File: src/rtl/regfile_write_arbiter_if.sv
// Bundles the writeback, multi-cycle, decode-check and regfile-port signals of the write arbiter.
interface regfile_write_arbiter_if #(
  parameter int SIZE       = 32,
  parameter int AMOUNT_REG = 4
);
  logic                     P_WE;
  logic [AMOUNT_REG-1:0]    P_WA;
  logic [SIZE-1:0]          P_WD;
  logic                     C_VALID;
  logic                     C_READY;
  logic [AMOUNT_REG-1:0]    C_WA;
  logic [SIZE-1:0]          C_WD;
  logic                     C_ISSUE;
  logic [AMOUNT_REG-1:0]    C_ISSUE_RA;
  logic [AMOUNT_REG-1:0]    CHK_RA1;
  logic [AMOUNT_REG-1:0]    CHK_RA2;
  logic                     STALL;
  logic [2**AMOUNT_REG-1:0] PENDING;
  logic                     WE3;
  logic [AMOUNT_REG-1:0]    RA3;
  logic [SIZE-1:0]          WD3;

  modport master (
    output P_WE, P_WA, P_WD, C_VALID, C_WA, C_WD, C_ISSUE, C_ISSUE_RA, CHK_RA1, CHK_RA2,
    input  C_READY, STALL, PENDING, WE3, RA3, WD3
  );

  modport slave (
    input  P_WE, P_WA, P_WD, C_VALID, C_WA, C_WD, C_ISSUE, C_ISSUE_RA, CHK_RA1, CHK_RA2,
    output C_READY, STALL, PENDING, WE3, RA3, WD3
  );
endinterface

File: src/rtl/regfile_write_arbiter.sv
// Shares the regfile write port between writeback (priority) and a multi-cycle unit,
// with a pending-result scoreboard and a starvation guard that stalls decode.
module regfile_write_arbiter #(
  parameter int SIZE         = 32,
  parameter int AMOUNT_REG   = 4,
  parameter int STARVE_LIMIT = 4
) (
  input logic                     CLK,
  input logic                     RESET,
  regfile_write_arbiter_if.slave  bus
);
  localparam int CW = $clog2(STARVE_LIMIT + 1);
  localparam logic [CW-1:0] LIMIT = CW'(STARVE_LIMIT);
  localparam logic [AMOUNT_REG-1:0] PC_REG = AMOUNT_REG'(15);

  typedef enum logic {NORMAL, STARVE} state_t;

  state_t                   state, state_next;
  logic [CW-1:0]            count, count_next, count_inc;
  logic [2**AMOUNT_REG-1:0] pending, pending_next;
  logic                     c_accept;
  logic                     inflight_hit;

  assign c_accept    = !RESET && bus.C_VALID && !bus.P_WE;
  assign bus.C_READY = c_accept;
  assign bus.PENDING = pending;

  // Regfile latches data only at the next edge, so a read in the same cycle sees stale data.
  assign inflight_hit = bus.WE3 && (bus.RA3 != PC_REG) &&
                        ((bus.RA3 == bus.CHK_RA1) || (bus.RA3 == bus.CHK_RA2));

  assign bus.STALL = !RESET && ((state == STARVE) || pending[bus.CHK_RA1] ||
                                pending[bus.CHK_RA2] || inflight_hit);

  always_ff @(posedge CLK) begin
    if (RESET) begin
      bus.WE3 <= 1'b0;
      bus.RA3 <= '0;
      bus.WD3 <= '0;
    end else if (bus.P_WE) begin
      bus.WE3 <= 1'b1;
      bus.RA3 <= bus.P_WA;
      bus.WD3 <= bus.P_WD;
    end else if (c_accept) begin
      bus.WE3 <= 1'b1;
      bus.RA3 <= bus.C_WA;
      bus.WD3 <= bus.C_WD;
    end else begin
      bus.WE3 <= 1'b0;
    end
  end

  always_ff @(posedge CLK) begin
    if (RESET) begin
      state   <= NORMAL;
      count   <= '0;
      pending <= '0;
    end else begin
      state   <= state_next;
      count   <= count_next;
      pending <= pending_next;
    end
  end

  always_comb begin
    state_next = state;
    count_next = count;
    count_inc  = (count == LIMIT) ? count : count + 1'b1;
    case (state)
      NORMAL: begin
        if (bus.C_VALID && bus.P_WE) begin
          count_next = count_inc;
          if (count_inc == LIMIT) state_next = STARVE;
        end else begin
          count_next = '0;
        end
      end
      STARVE: begin
        if (c_accept) begin
          state_next = NORMAL;
          count_next = '0;
        end
      end
      default: begin
        state_next = NORMAL;
        count_next = '0;
      end
    endcase
  end

  // Set is applied after clear so a same-cycle issue to the same register wins.
  always_comb begin
    pending_next = pending;
    if (c_accept) pending_next[bus.C_WA] = 1'b0;
    if (bus.C_ISSUE && (bus.C_ISSUE_RA != PC_REG)) pending_next[bus.C_ISSUE_RA] = 1'b1;
  end
endmodule

File: src/flat_wrapper.sv
// flat-port wrapper written by rule: the top's interface ports become plain ports
module regfile_write_arbiter_flat 
#(
  parameter int SIZE         = 32,
  parameter int AMOUNT_REG   = 4,
  parameter int STARVE_LIMIT = 4
)
  (CLK, RESET, bus_P_WE, bus_P_WA, bus_P_WD, bus_C_VALID, bus_C_WA, bus_C_WD, bus_C_ISSUE, bus_C_ISSUE_RA, bus_CHK_RA1, bus_CHK_RA2, bus_C_READY, bus_STALL, bus_PENDING, bus_WE3, bus_RA3, bus_WD3);
  regfile_write_arbiter_if #(.SIZE(SIZE), .AMOUNT_REG(AMOUNT_REG)) bus_i ();
  input logic CLK;
  input logic RESET;
  input wire logic [$bits(bus_i.P_WE)-1:0] bus_P_WE;
  input wire logic [$bits(bus_i.P_WA)-1:0] bus_P_WA;
  input wire logic [$bits(bus_i.P_WD)-1:0] bus_P_WD;
  input wire logic [$bits(bus_i.C_VALID)-1:0] bus_C_VALID;
  input wire logic [$bits(bus_i.C_WA)-1:0] bus_C_WA;
  input wire logic [$bits(bus_i.C_WD)-1:0] bus_C_WD;
  input wire logic [$bits(bus_i.C_ISSUE)-1:0] bus_C_ISSUE;
  input wire logic [$bits(bus_i.C_ISSUE_RA)-1:0] bus_C_ISSUE_RA;
  input wire logic [$bits(bus_i.CHK_RA1)-1:0] bus_CHK_RA1;
  input wire logic [$bits(bus_i.CHK_RA2)-1:0] bus_CHK_RA2;
  output wire logic [$bits(bus_i.C_READY)-1:0] bus_C_READY;
  output wire logic [$bits(bus_i.STALL)-1:0] bus_STALL;
  output wire logic [$bits(bus_i.PENDING)-1:0] bus_PENDING;
  output wire logic [$bits(bus_i.WE3)-1:0] bus_WE3;
  output wire logic [$bits(bus_i.RA3)-1:0] bus_RA3;
  output wire logic [$bits(bus_i.WD3)-1:0] bus_WD3;
  assign bus_i.P_WE = bus_P_WE;
  assign bus_i.P_WA = bus_P_WA;
  assign bus_i.P_WD = bus_P_WD;
  assign bus_i.C_VALID = bus_C_VALID;
  assign bus_i.C_WA = bus_C_WA;
  assign bus_i.C_WD = bus_C_WD;
  assign bus_i.C_ISSUE = bus_C_ISSUE;
  assign bus_i.C_ISSUE_RA = bus_C_ISSUE_RA;
  assign bus_i.CHK_RA1 = bus_CHK_RA1;
  assign bus_i.CHK_RA2 = bus_CHK_RA2;
  assign bus_C_READY = bus_i.C_READY;
  assign bus_STALL = bus_i.STALL;
  assign bus_PENDING = bus_i.PENDING;
  assign bus_WE3 = bus_i.WE3;
  assign bus_RA3 = bus_i.RA3;
  assign bus_WD3 = bus_i.WD3;
  regfile_write_arbiter #(.SIZE(SIZE), .AMOUNT_REG(AMOUNT_REG), .STARVE_LIMIT(STARVE_LIMIT)) u_core (.CLK(CLK), .RESET(RESET), .bus(bus_i));
endmodule
File: config.mk
export PLATFORM = sky130hd
export DESIGN_NAME = regfile_write_arbiter_flat
export DESIGN_NICKNAME = d
export VERILOG_FILES = /design/src/rtl/regfile_write_arbiter_if.sv /design/src/rtl/regfile_write_arbiter.sv /design/src/flat_wrapper.sv
export SDC_FILE = /design/constraint.sdc
export NUM_CORES = 1
export LEC_CHECK = 0
export CAP_MARGIN = 30
export CORE_ASPECT_RATIO = 0.8
export CORE_MARGIN = 2
export CORE_UTILIZATION = 40
export CTS_BUF_LIST = sky130_fd_sc_hd__clkbuf_4 sky130_fd_sc_hd__clkbuf_8 sky130_fd_sc_hd__clkbuf_16
export CTS_CLUSTER_SIZE = 8
export DETAILED_ROUTE_END_ITERATION = 10
export PLACE_DENSITY_LB_ADDON = 0.2
export SETUP_SLACK_MARGIN = 0.15
export SLEW_MARGIN = 20
export SYNTH_ARGS = -nofsm -noshare
export SYNTH_HDL_FRONTEND = slang
export SYNTH_SLANG_ARGS = --single-unit
File: constraint.sdc
create_clock -name CLK -period 2.12 [get_ports CLK]
set_input_delay 0.318 -clock CLK [delete_from_list [all_inputs] [get_ports CLK]]
set_output_delay 0.318 -clock CLK [all_outputs]
set_load 0.005 [all_outputs]
# Word-level counts from Yosys, hierarchy flattened
# Cells that the tools add are included.
[totals]
ff_bits = 57
inputBits = 89
output_inout_bits = 55
word_cells = 64
[classes]
addsub = 1
magnitude_cmp = 6
n_eq_ne = 7
n_mux = 24
bitwise = 4
reduce_logical = 16
[op_table]
columns = ["operator", "n"]
rows = [
  ["two-way mux 32 bit", 2],
  ["two-way mux 16 bit", 2],
  ["less-than comparator 4 x 5 -> 1 bit, second input constant", 4],
  ["AND 16 bit", 1],
  ["inverter 16 bit", 1],
  ["OR 16 bit", 1],
  ["logical AND 1 bit", 9],
  ["two-way mux 1 bit", 9],
  ["two-way mux 3 bit", 3],
  ["binary-select mux 1 bit (select 4 bit)", 2],
  ["demux 1 bit (select 4 bit)", 2],
  ["equality test 4 bit", 2],
  [">= comparator 4 x 1 -> 1 bit, second input constant", 2],
  ["two-way mux 4 bit", 2],
  ["!= test 4 bit, second input constant", 2],
  ["equality test 3 bit, second input constant", 2],
  ["one-hot mux 3 bit (2 select lines)", 1],
  ["logical OR 1 bit", 4],
  ["adder 3 x 1 -> 3 bit, second input constant", 1],
  ["logical NOT 1 bit", 2],
  ["!= test 2 bit, second input constant", 1],
  ["one-hot mux 1 bit (2 select lines)", 1],
  ["nonzero test 2 bit", 1],
  ["inverter 1 bit", 1],
]

# Longest topological paths before layout
[depth]
depth_word = 9
mapped_depth = 6
depth_no_buf = 6

# Worst setup path before layout
# No wires, ideal clock.
[synth_timing]
path_kind = "input to output"
from = "in bus_CHK_RA1[0]"
to = "out bus_STALL"
arrival_time_ps = 1421
required_time_ps = 1802
setup_slack_ps = 381
stages = 5
n_path_buf = 1
path_cell_list = "buf_6 -> mux4_1 -> mux2_2 -> o21ai_2 -> a41oi_1"
[synth_via]
elab_chain_cells = 6
word_cells_on_any_way = 9
cone_classes = "1 x eq/ne; 2 x mux; 6 x reduce/logical"
[synth_lines]
columns = ["item", "line", "rtl"]
rows = [
  ["from (decl)", "flat_wrapper.sv:20", "input wire logic [$bits(bus_i.CHK_RA1)-1:0] bus_CHK_RA1;"],
  ["binary-select mux 1 bit (select 4 bit)", "regfile_write_arbiter.sv:32", "assign bus.STALL = !RESET && ((state == STARVE) || pending[bus.CHK_RA1] ||"],
  ["two-way mux 1 bit (implied by the code)", "regfile_write_arbiter.sv:32", ""],
  ["logical OR 1 bit (2 in a row)", "regfile_write_arbiter.sv:32", ""],
  ["logical OR 1 bit (*)", "regfile_write_arbiter.sv:33", "pending[bus.CHK_RA2] || inflight_hit);"],
  ["logical AND 1 bit (*)", "regfile_write_arbiter.sv:32", ""],
  ["to (decl)", "flat_wrapper.sv:23", "output wire logic [$bits(bus_i.STALL)-1:0] bus_STALL;"],
]
# Mark *: on every way between the ends. The rest lies on a longest branch, timed or not. The select of a mux whose other input is x is not followed.

# Worst setup path in the final report
[layout_timing]
from = "reg u_core.pending[0] (netlist: u_core.bus.PENDING[0])"
to = "out bus_STALL"
[layout_via]
elab_chain_cells = 6
word_cells_on_any_way = 8
cone_classes = "4 x mux; 4 x reduce/logical"
[layout_lines]
columns = ["item", "line", "rtl"]
rows = [
  ["from (decl)", "regfile_write_arbiter.sv:20", "logic [2**AMOUNT_REG-1:0] pending, pending_next;"],
  ["from (signal assigned)", "regfile_write_arbiter.sv:61", "pending <= pending_next;"],
  ["binary-select mux 1 bit (select 4 bit)", "regfile_write_arbiter.sv:32", ""],
  ["two-way mux 1 bit (implied by the code)", "regfile_write_arbiter.sv:32", ""],
  ["logical OR 1 bit", "regfile_write_arbiter.sv:32", ""],
  ["logical OR 1 bit (*)", "regfile_write_arbiter.sv:32", ""],
  ["logical OR 1 bit (*)", "regfile_write_arbiter.sv:33", ""],
  ["logical AND 1 bit (*)", "regfile_write_arbiter.sv:32", ""],
]
# Marked as above.

==> run_results.csv <==
group,metric,value,unit
routing,routed_wl,9086,um
worst_setup_path,arrival,1.76,ns
logic_synthesis,synth_top_area_cell,"dfxtp_1",
timing,worst_pin_slew,0.6866,ns
die,initial_core_util,0.4160,
logic_synthesis,ys_seq_elements,57,
logic_synthesis,yosys_warnings,0,
timing,finalCritPeriodShare,0.9784,
worst_setup_path,max_stage_delay,0.44,ns
worst_setup_path,r2r-end,"u_core.state",
routing,post_drt_via_cell_ratio,5.174,
worst_setup_path,r2r-start,"u_core.count[0]",
logic_synthesis,yosysMostFrequentCell,"nor2_1",
logic_synthesis,syn_inst,346,
clock_tree,clock_sinks,57,
logic_synthesis,ys.flop_type,"dfxtp_1",
finish,fillCellCount,584,
die,die_y,80.10,um
die,io_pins,144,
pwr,peakVddDrop,486.2,uV
finish,area_delta_synth_final,61.93,%
routing,num_vias,3063,
worst_setup_path,path_max_fanout,3,
timing,hold_viol_final,0,
routing,drtIter0Drc,100,
outcome,status,"finished clean",
run,drv_cap,0,
placement,dp_hpwl,6771,um
global_routing,grt_max_degree,75,
clock_tree,cts_root_buf,"clkbuf_8",
finish,layout.nets,591,
logic_synthesis,syn_area,2895,um^2
pwr,pwr-share-comb,0.202,
finish,layout.area.seq,1149,um^2
pwr,seqPwrFrac,0.418,
clock_tree,tritoncts,"built",
worst_setup_path,crit_path_end_kind,"output port",
routing,routedWlPerCell,15.35,um
worst_setup_path,critPathKind,"reg -> out",
worst_setup_path,reg2reg_depth,6,
pwr,internal_power,2.089,mW
logic_synthesis,synthTopCellsByArea,"dfxtp_1 39%, mux2i_1 13%, nor2_1 11%",
worst_setup_path,crit_path_cell_trace,"mux4_2 > mux2_4 > o21ai_2 > a41oi_1 > buf_2",
timing,setup_viol,0,
worst_setup_path,required,1.80,ns
logic_synthesis,synthArstFlopShare,0,
timing,period_needed,2.074,ns
die,die-area,7939,um^2
timing,relSlewSlack,0.5423,
logic_synthesis,netlist.area_leader.share,0.3941,
finish,drive_above_1_share,0.1168,
clock_tree,clk_path_buf_depth,2,
timing,setup_tns,0,ns
global_routing,antenna_found_initial,0,
global_routing,grt_first_pass_wirelength,14070,um
logic_synthesis,synth_fp_nets,437,
worst_setup_path,cpMaxStageDelayCell,"mux4_2",
logic_synthesis,synth_commonest_cells,"84 x nor2_1, 57 x dfxtp_1, 53 x a21oi_1",
die,rows,27,
clock_tree,clk_latency,0.32,ns
finish,final_util,0.6737,
pwr,power,2.774,mW
finish,multi_input_area,1640,um^2
placement,gp_congestion,0.9342,
routing,dr.pass1.iters,5,
worst_setup_path,startpoint,"u_core.bus.PENDING[0]",
worst_setup_path,crit_end,"bus_STALL",
placement,port_buffers,143,
die,core,6959,um^2
clock_tree,clk_pin_slew_worst_paths,0.07,ns
timing,rsz0062_at_grt,"true",
pwr,net-switching-power,685.0,uW
global_routing,grt_pass1_vias,2834,
routing,drc,0,
clock_tree,ctsHoldBuffers,0,
worst_setup_path,worstSetupStartpointType,"flip-flop",
clock_tree,tritoncts.num_buffers,9,
worst_setup_path,rrSetupSlack,0.82,ns
logic_synthesis,synth.distinct_cells,35,
clock_tree,htreeDepth,3,
pwr,powerDensity,591.8,nW/um^2
timing,max_freq,0.4821,GHz
pwr,clkPwrFrac,0.380,
logic_synthesis,synth_edf_count,0,
finish,n_antenna_cell,0,
routing,ant_nets,0,
logic_synthesis,synth.avg_cell_area,8.368,um^2
timing,finalMaxSlewViolations,0,
die,die_w,99.12,um
global_routing,track_usage,0.2248,
pwr,switching_share,0.2469,
worst_hold_path,hold_path.class,"in -> reg",
global_routing,grt_overflow_total,0,
timing,skew,0.001504,ns
logic_synthesis,seq_area_frac_synth,0.3941,
pwr,cellLeakagePower,1.892,nW
-- timing repair --
| item | CTS | global route |
|---|---|---|
| endpoints found under the hold margin | 0 | 0 |
| pin swaps | 1 | 0 |
| endpoints found under the setup margin | 1 | 1 |
| buffers inserted | 0 | 0 |
| resized for setup | 21 | 1 |
| cloned | 0 | 0 |
-- worst max-delay path, delay by kind of cell (launching register included) --
family                 cells  cell delay, ns
multiplexers               2            0.72
flip-flops                 1            0.34
AO/OA/AOI/OAI              2            0.21
buffers and inverters      1            0.15
-- layout by cell type, fill, tap and decap left out, drive strengths merged, types with 4 or more instances in the layout --
cell type        n
clkdlybuf4s50  133
mux2i           39
mux4             7
dlygate4sd2      5
xor2             4
dfxtp           57
nor3b            4
o21ai           19
a21oi           53
nand2           18
nand3            4
nor2            84
clkbuf          12
xnor2            4
buf             27
inv              4
-- stage by stage --
| stage | hold WS [ns] | std cells | instance area, um^2 | setup slack [ns] |
|---|---|---|---|---|
| CTS | 0.3583 | 592 | 4687 | 0.03794 |
| finish | 0.3758 | 592 | 4688 | 0.04572 |
| global placement | 0.5298 | 576 | 4491 | -0.6263 |
| global route | 0.3664 | 592 | 4688 | -0.03781 |
| floorplan | 0.4607 | 346 | 2895 | 0.3809 |
| detailed placement | 0.5350 | 576 | 4491 | -0.6282 |
-- cells by family after synthesis --
logic type               synth area share
AO/OA/AOI/OAI                      0.1426
XOR/XNOR                          0.02420
adder cells (fa/ha/maj)          0.008642
buffers and inverters             0.03803
flip-flops                         0.3941
multiplexers                       0.2022
AND/OR/NAND/NOR                    0.1901
-- cell type report --
| cell class | instances | share of cell area |
|---|---|---|
| Sequential cell | 57 | 0.2450 |
| Timing Repair Buffer | 165 | 0.3339 |
| Tap cell | 87 | 0.02322 |
| Multi-Input combinational cell | 263 | 0.3499 |
| Inverter | 4 | 0.003203 |
| Clock buffer | 12 | 0.03389 |
| Clock inverter | 4 | 0.01094 |
-- worst min path at each step --
stage	from	to	slack, ns	depth (start not counted)
floorplan	bus_P_WA[0]	u_core.bus.RA3[0]	0.46	2
global placement	u_core.bus.PENDING[8]	u_core.bus.PENDING[8]	0.53	2
detailed placement	u_core.bus.PENDING[9]	u_core.bus.PENDING[9]	0.54	2
CTS	RESET	u_core.bus.WD3[15]	0.36	2
global route	RESET	u_core.bus.WD3[7]	0.37	2
finish	RESET	u_core.bus.WD3[5]	0.38	2
-- metal layers --
layer	routed length [um]	global-route usage
met3	684	0.06614
met4	207	0.07945
met1	3938	0.2983
met2	4255	0.3493
met5	0	0
-- registers in the layout, summed over array words and instances (netlist names) --
name	count
u_core.bus.PENDING	16
u_core.bus.WD3	32
u_core.count	3
u_core.bus.RA3	4
u_core.state	1
u_core.bus.WE3	1
-- power by group through the flow --
| stage | combinational (mW) | sequential, mW | clock [mW] |
|---|---|---|---|
| final | 0.561 | 1.16 | 1.05 |
| after detailed placement | 0.564 | 1.18 | 0 |
| after global routing | 0.610 | 1.17 | 1.13 |
| after CTS | 0.563 | 1.16 | 1.08 |
| after global placement | 0.556 | 1.18 | 0 |
| after floorplan | 0.221 | 1.18 | 0 |
(Power assumes the default switching activity.)
